### config.mk
export PLATFORM = sky130hd
export DESIGN_NAME = multicycle_control_unit
export DESIGN_NICKNAME = d
export VERILOG_FILES = /design/src/rtl/multicycle_control_unit.sv
export SDC_FILE = /design/constraint.sdc
export NUM_CORES = 1
export LEC_CHECK = 0
export CAP_MARGIN = 25
export CORE_MARGIN = 10
export CORE_UTILIZATION = 51
export DETAILED_ROUTE_END_ITERATION = 10
export GPL_TIMING_DRIVEN = 0
export PLACE_DENSITY = 0.88
export SYNTH_ARGS = -nofsm -noshare
export SYNTH_HDL_FRONTEND = slang
export SYNTH_SLANG_ARGS = --single-unit
### constraint.sdc
create_clock -name clk -period 3.4 [get_ports clk]
set_input_delay 0.85 -clock clk [delete_from_list [all_inputs] [get_ports clk]]
set_output_delay 0.85 -clock clk [all_outputs]
set_load 0.01 [all_outputs]
### src/rtl/multicycle_control_unit.sv
// rtl/multicycle_control_unit.sv - multi-cycle RV32 control FSM with memory handshake, bus timeout and trap
module multicycle_control_unit #(
    parameter int OPCODE_W      = 7,
    parameter int MEM_HANDSHAKE = 1,
    parameter int TIMEOUT       = 16,
    parameter int STATE_W       = 4
) (
    input  logic                clk,
    input  logic                reset,
    input  logic [OPCODE_W-1:0] opcode,
    input  logic                zero,
    input  logic                mem_ready,
    output logic                pc_write,
    output logic                ir_write,
    output logic                adr_src,
    output logic                mem_read,
    output logic                mem_write,
    output logic                reg_write,
    output logic [1:0]          result_src,
    output logic [1:0]          alu_src_a,
    output logic [1:0]          alu_src_b,
    output logic [1:0]          alu_op,
    output logic [1:0]          imm_src,
    output logic                illegal,
    output logic                bus_error,
    output logic [STATE_W-1:0]  state
);

    localparam int WAIT_W = (TIMEOUT > 0) ? $clog2(TIMEOUT + 1) : 1;

    localparam logic [OPCODE_W-1:0] OP_LOAD   = OPCODE_W'(7'b0000011);
    localparam logic [OPCODE_W-1:0] OP_STORE  = OPCODE_W'(7'b0100011);
    localparam logic [OPCODE_W-1:0] OP_RTYPE  = OPCODE_W'(7'b0110011);
    localparam logic [OPCODE_W-1:0] OP_ITYPE  = OPCODE_W'(7'b0010011);
    localparam logic [OPCODE_W-1:0] OP_JAL    = OPCODE_W'(7'b1101111);
    localparam logic [OPCODE_W-1:0] OP_BRANCH = OPCODE_W'(7'b1100011);

    typedef enum logic [3:0] {
        S_FETCH    = 4'd0,
        S_DECODE   = 4'd1,
        S_MEMADR   = 4'd2,
        S_MEMREAD  = 4'd3,
        S_MEMWB    = 4'd4,
        S_MEMWRITE = 4'd5,
        S_EXECR    = 4'd6,
        S_ALUWB    = 4'd7,
        S_EXECI    = 4'd8,
        S_JAL      = 4'd9,
        S_BEQ      = 4'd10,
        S_TRAP     = 4'd11
    } state_t;

    state_t              state_q, state_d;
    logic [WAIT_W-1:0]   wait_q, wait_d;
    logic                illegal_q, illegal_d;
    logic                bus_error_q, bus_error_d;
    logic                rdy;
    logic                mem_state;

    assign rdy = (MEM_HANDSHAKE != 0) ? mem_ready : 1'b1;
    assign mem_state = (state_q == S_FETCH) || (state_q == S_MEMREAD) || (state_q == S_MEMWRITE);

    always_ff @(posedge clk or posedge reset) begin
        if (reset) begin
            state_q     <= S_FETCH;
            wait_q      <= '0;
            illegal_q   <= 1'b0;
            bus_error_q <= 1'b0;
        end else begin
            state_q     <= state_d;
            wait_q      <= wait_d;
            illegal_q   <= illegal_d;
            bus_error_q <= bus_error_d;
        end
    end

    always_comb begin
        state_d     = state_q;
        wait_d      = wait_q;
        illegal_d   = illegal_q;
        bus_error_d = bus_error_q;

        case (state_q)
            S_FETCH:    if (rdy) state_d = S_DECODE;
            S_DECODE: begin
                if (opcode == OP_LOAD || opcode == OP_STORE) state_d = S_MEMADR;
                else if (opcode == OP_RTYPE)                 state_d = S_EXECR;
                else if (opcode == OP_ITYPE)                 state_d = S_EXECI;
                else if (opcode == OP_JAL)                   state_d = S_JAL;
                else if (opcode == OP_BRANCH)                state_d = S_BEQ;
                else begin
                    state_d   = S_TRAP;
                    illegal_d = 1'b1;
                end
            end
            S_MEMADR:   state_d = (opcode == OP_LOAD) ? S_MEMREAD : S_MEMWRITE;
            S_MEMREAD:  if (rdy) state_d = S_MEMWB;
            S_MEMWB:    state_d = S_FETCH;
            S_MEMWRITE: if (rdy) state_d = S_FETCH;
            S_EXECR:    state_d = S_ALUWB;
            S_EXECI:    state_d = S_ALUWB;
            S_ALUWB:    state_d = S_FETCH;
            S_JAL:      state_d = S_ALUWB;
            S_BEQ:      state_d = S_FETCH;
            S_TRAP:     state_d = S_TRAP;
            default:    state_d = S_FETCH;
        endcase

        // The final stalled cycle traps; a ready on that same cycle still completes.
        if (mem_state && !rdy) begin
            if (TIMEOUT > 0 && wait_q == WAIT_W'(TIMEOUT - 1)) begin
                state_d     = S_TRAP;
                bus_error_d = 1'b1;
            end else begin
                wait_d = wait_q + 1'b1;
            end
        end

        if (state_d != state_q) wait_d = '0;
    end

    always_comb begin
        pc_write   = 1'b0;
        ir_write   = 1'b0;
        adr_src    = 1'b0;
        mem_read   = 1'b0;
        mem_write  = 1'b0;
        reg_write  = 1'b0;
        result_src = 2'b00;
        alu_src_a  = 2'b00;
        alu_src_b  = 2'b00;
        alu_op     = 2'b00;

        case (state_q)
            S_FETCH: begin
                mem_read   = 1'b1;
                alu_src_b  = 2'b10;
                result_src = 2'b10;
                ir_write   = mem_ready;
                pc_write   = mem_ready;
            end
            S_DECODE: begin
                alu_src_a = 2'b01;
                alu_src_b = 2'b01;
            end
            S_MEMADR: begin
                alu_src_a = 2'b10;
                alu_src_b = 2'b01;
            end
            S_MEMREAD: begin
                adr_src  = 1'b1;
                mem_read = 1'b1;
            end
            S_MEMWB: begin
                result_src = 2'b01;
                reg_write  = 1'b1;
            end
            S_MEMWRITE: begin
                adr_src   = 1'b1;
                mem_write = 1'b1;
            end
            S_EXECR: begin
                alu_src_a = 2'b10;
                alu_op    = 2'b10;
            end
            S_EXECI: begin
                alu_src_a = 2'b10;
                alu_src_b = 2'b01;
                alu_op    = 2'b10;
            end
            S_ALUWB: reg_write = 1'b1;
            S_JAL: begin
                alu_src_a = 2'b01;
                alu_src_b = 2'b10;
                pc_write  = 1'b1;
            end
            S_BEQ: begin
                alu_src_a = 2'b10;
                alu_op    = 2'b01;
                pc_write  = zero;
            end
            default: ;
        endcase
    end

    always_comb begin
        imm_src = 2'b00;
        if (opcode == OP_STORE)       imm_src = 2'b01;
        else if (opcode == OP_BRANCH) imm_src = 2'b10;
        else if (opcode == OP_JAL)    imm_src = 2'b11;
    end

    assign illegal   = illegal_q;
    assign bus_error = bus_error_q;
    assign state     = STATE_W'(state_q);

endmodule

After elaboration in Yosys (flattened, before gate mapping)
Cells that the tools add are included.

$add $sub $neg: 1. Equal/unequal tests: 20. Mux-type cells: 28. Bitwise gates (word level): 5. Reduce and logical (&&, ||, !) cells: 19.

Operators with widths (number): 2-to-1 mux 4 bit (7); one-hot mux 4 bit (7 select lines) (1); equality test 4 x 3 -> 1 bit (second input constant) (4); equality test 4 bit (second input constant) (4); one-hot mux 2 bit (2 select lines) (4); 2-to-1 mux 5 bit (3); equality test 7 x 6 -> 1 bit (second input constant) (2); equality test 7 bit (second input constant) (2); OR reduction 2 bit (6); 2-to-1 mux 2 bit (5); equality test 4 x 2 -> 1 bit (second input constant) (2); equality test 7 x 2 -> 1 bit (second input constant) (1); equality test 7 x 5 -> 1 bit (second input constant) (1); 2-to-1 mux 1 bit (6); AND reduction 6 bit (1); OR reduction 3 bit (2); adder 5 x 1 -> 5 bit (second input constant) (1); equality test 5 x 4 -> 1 bit (second input constant) (1); inverter 1 bit (5); equality test 4 x 1 -> 1 bit (second input constant) (1); logical NOT 4 bit (1); inequality test 4 bit (1); AND reduction 2 bit (2); OR reduction 4 bit (1); other kinds (7) (9).

Bits in registers: 11. Input port bits: 11. Output and inout port bits: 22. Word-level logic and storage cells: 77.

Logic depth before layout (Yosys ltp)
Depth after elaboration: 12. Depth in mapped cells: 9. Mapped depth without buffers: 9.

Least setup slack after synthesis
OpenSTA, ideal clock, no wires.

Path type: register to output. From: register state_q[1] (netlist: state[1]). To: output port alu_op[0]. Data arrival time: 1916 ps. Data required time: 2550 ps. Slack: 634 ps. Cell stages (with the launch flop): 7. Path buffers: 3. Cells stage by stage: dfrtp_1 > clkbuf_1 > clkbuf_1 > clkbuf_1 > nor2b_1 > inv_1 > nor3b_1.

Longest elaborated chain between the ends: 3. Elaborated cells between the ends (all ways): 5. Those cells by class: eq/ne: 3; mux: 1; reduce/logical: 1.

Ends and longest elaborated chain: start: declaration (RTL line 53) `state_t state_q, state_d;`; start signal: assignment (RTL line 70) `state_q <= state_d;`; equality test 4 bit / equality test 4 x 3 -> 1 bit (equally long branches) (RTL line 134) `case (state_q)`; OR reduction 2 bit (no source line); one-hot mux 2 bit (2 select lines) * (RTL line 134); end: declaration (RTL line 22) `output logic [1:0] alu_op,`.

Mark *: on every way between the ends. The rest lies on a longest branch, timed or not.

Final worst setup path
From: input port opcode[3]. To: output port imm_src[1].

Longest elaborated chain between the ends: 4. Elaborated cells between the ends (all ways): 6. Those cells by class: eq/ne: 3; mux: 3.

Ends and longest elaborated chain: start: declaration (RTL line 10) `input logic [OPCODE_W-1:0] opcode,`; equality test 7 bit (RTL line 190) `else if (opcode == OP_JAL) imm_src = 2'b11;`; 2-to-1 mux 2 bit (RTL line 190); 2-to-1 mux 2 bit (RTL line 189) `else if (opcode == OP_BRANCH) imm_src = 2'b10;`; 2-to-1 mux 2 bit * (RTL line 188) `if (opcode == OP_STORE) imm_src = 2'b01;`; end: declaration (RTL line 23) `output logic [1:0] imm_src,`.

Marks and branches as above.

==> run_results.csv <==
group,metric,value,unit
yosys,synthesis.area,0.00117,mm^2
global_route,grt_max_degree,20,
yosys,synth_area_leader_cell,"dfrtp_1",
clocking,cts.clk_slew.worst_paths,60,ps
timing,relSlewSlack,61.7,%
clocking,numCtsBuffers,3,
critical_path,start_kind,"input pin",
route,wl_per_cell,15.8,um
timing,max_freq,0.307,GHz
route,drt_iter0_drc,109,
timing,period_share,95.8,%
critical_path,critPathBufInv,2,
final_layout,diodes,0,
final_layout,final_layout_size_suffix_gt1_share,10.6,%
yosys,ys_seq_area_share,23.5,%
critical_path,crit_top_cell,"clkdlybuf4s50_1",
route,viasPerCell,5.99,
critical_path,cp.required,2550,ps
yosys,yosys-top-cells-count,"nor2_1, nand2_1, dfrtp_1, a21oi_1",
floorplan,coreArea,0.00219,mm^2
route,ant_nets,0,
global_route,antenna_found_initial,0,
final_layout,regArea,275,um^2
yosys,syn_inst,158,
clocking,post_cts.repair.setup_buffers,0,
timing,slew_viol_final,0,
yosys,syn-num-nets,171,
yosys,yosysMostFrequentCell,"nor2_1",
global_route,grt_pass1_vias,1249,
status,outcome,"finished, final reports clean",
floorplan,dieArea,0.00462,mm^2
place,place.gp.congestion,0.898,
clocking,ctsResizeCount,5,
critical_path,cp_max_fo,7,
global_route,grt_pass1_wl,5.71,mm
pwr,fin_total_pwr,1.28,mW
global_route,grt-ovfl-total,0,
yosys,ys_seq_elements,11,
clocking,holdBufCountCts,0,
timing,rsz0062_at_grt,"false",
pwr,vdd_drop_max,593,uV
global_route,grt_use_total,15.7,%
route,vias,1300,
yosys,synth-edff-count,0,
place,portBuffers,32,
hold_path,hold_class,"reg2reg",
yosys,async_reset_ff_share,100,%
pwr,p_leak,0.604,nW
critical_path,crit_arrival,2410,ps
place,dp.final_hpwl,2.85,mm
route,drt_wl_total,3.44,mm
clocking,tritoncts,"done",
flow_run,cap_violations,0,
critical_path,crit_family,"buffers and inverters",
route,drc_errors,0,
yosys,ys_types,47,
clocking,htreeDepth,1,
critical_path,path_cells,"clkdlybuf4s50_1 -> nand4bb_1 -> a21oi_1 -> clkdlybuf4s50_1",
critical_path,worst_path_max_delay_cell,"clkdlybuf4s50_1",
critical_path,max_stage_delay,560,ps
final_layout,multi_input_area,828,um^2
yosys,yosys_most_used_dff,"dfrtp_1",
yosys,synthTopCellsByArea,"dfrtp_1, nor2_1, nand2_1",
yosys,syn_avg_cell_area,7.42,um^2
critical_path,critPathCaptureType,"output port",
timing,finalSetupViolCount,0,
clocking,worstSkewPairLatency,260,ps
floorplan,die_y,67.9,um
timing,worst_pin_slew,567,ps
final_layout,nets,203,
final_layout,syn_to_final_growth,31.8,%
floorplan,num_io_pins,33,
route,dr.pass1.iters,4,
clocking,numClockSinks,11,
pwr,power.density_cell_area,831,mW/mm^2
timing,fin_worst_skew,3.49,ps
yosys,synth_top_area_share,23.5,%
floorplan,initial_core_util,53.5,%
critical_path,worstSetupPathType,"in2out",
clocking,clockBufferDepth,2,
timing,hold_viol_final,0,
floorplan,die_w,67.9,um
clocking,root_buffer,"clkbuf_4",
final_layout,nFillCells,175,
timing,worst_hold_slack,458,ps
timing,period_needed,3260,ps
yosys,yosysWarnings,0,
floorplan,num_rows,17,
[power breakdown]
part	total (mW)	switching (mW)	internal, mW
Combinational	1.01	0.550	0.459
Clock	0.0829	0.0377	0.0453
Sequential	0.192	0.0335	0.159
Total	1.28	0.621	0.663
[cells in the final DEF (no fill, tap or decap), types with 3 or more instances in the layout]
| cell type | count |
|---|---|
| a211oi_1 | 3 |
| a21oi_1 | 10 |
| and3_1 | 3 |
| clkbuf_1 | 3 |
| clkbuf_2 | 3 |
| clkbuf_4 | 3 |
| clkdlybuf4s50_1 | 30 |
| dfrtp_1 | 11 |
| inv_1 | 4 |
| nand2_1 | 15 |
| nand2b_1 | 9 |
| nor2_1 | 19 |
| nor2b_1 | 6 |
| nor3_1 | 6 |
| nor4_1 | 5 |
| o21ai_0 | 7 |
| o31ai_1 | 4 |
| xor2_1 | 3 |
[logic make-up after synthesis]
group,synth area share [%]
adders and majority gates,2.13
muxes,0.960
buffers and inverters,6.08
DFF,23.5
AOI/OAI and AO/OA,25.1
xor gates and xnor gates,2.99
and+or+nand+nor,39.3
[sequential cells by signal, indices dropped and copies added, names as in the netlist]
| register | count |
|---|---|
| wait_q | 5 |
| illegal | 1 |
| state | 4 |
| bus_error | 1 |
[worst paths after layout]
check	start	to	slack [ps]	depth (start not counted)
min in group asynchronous	reset	wait_q[2]	870	2
worst max register to register	wait_q[0]	wait_q[0]	740	9
max in group asynchronous	reset	state[2]	2260	2
worst min-delay path	illegal	illegal	460	1
worst min register to register	illegal	illegal	460	1
worst max-delay path	opcode[3]	imm_src[1]	140	4
[stage by stage]
stage	setup TNS, ps	instances	util, %	area, um^2	worst slack [ps]
3_3_place_gp	-147	218	69.7	1530	-98.9
6_report	0	217	70.5	1550	141
5_1_grt	0	217	70.5	1550	30.7
2_1_floorplan	0	158	-	1170	634
4_1_cts	0	220	70.8	1550	19.4
3_5_place_dp	-252	218	69.7	1530	-117
[per-layer routing]
metal  share of wire (%)  GRT usage (%)  vias up
met5                   0              0        -
met1                  40           18.6      609
met4                 2.1           8.04        0
met2                  51           27.9       41
met3                 6.1          0.979        6
li1                    -              -      644
[cell type report]
cell class / instances / share of cell area (%)
buffer: 8 / 2.83
clock buffer: 4 / 1.70
tap: 28 / 2.27
multi-input combinational: 130 / 53.6
sequential: 11 / 17.8
inverter: 4 / 0.972
timing repair buffer: 32 / 20.8
Power figures use the tool's default switching activity.
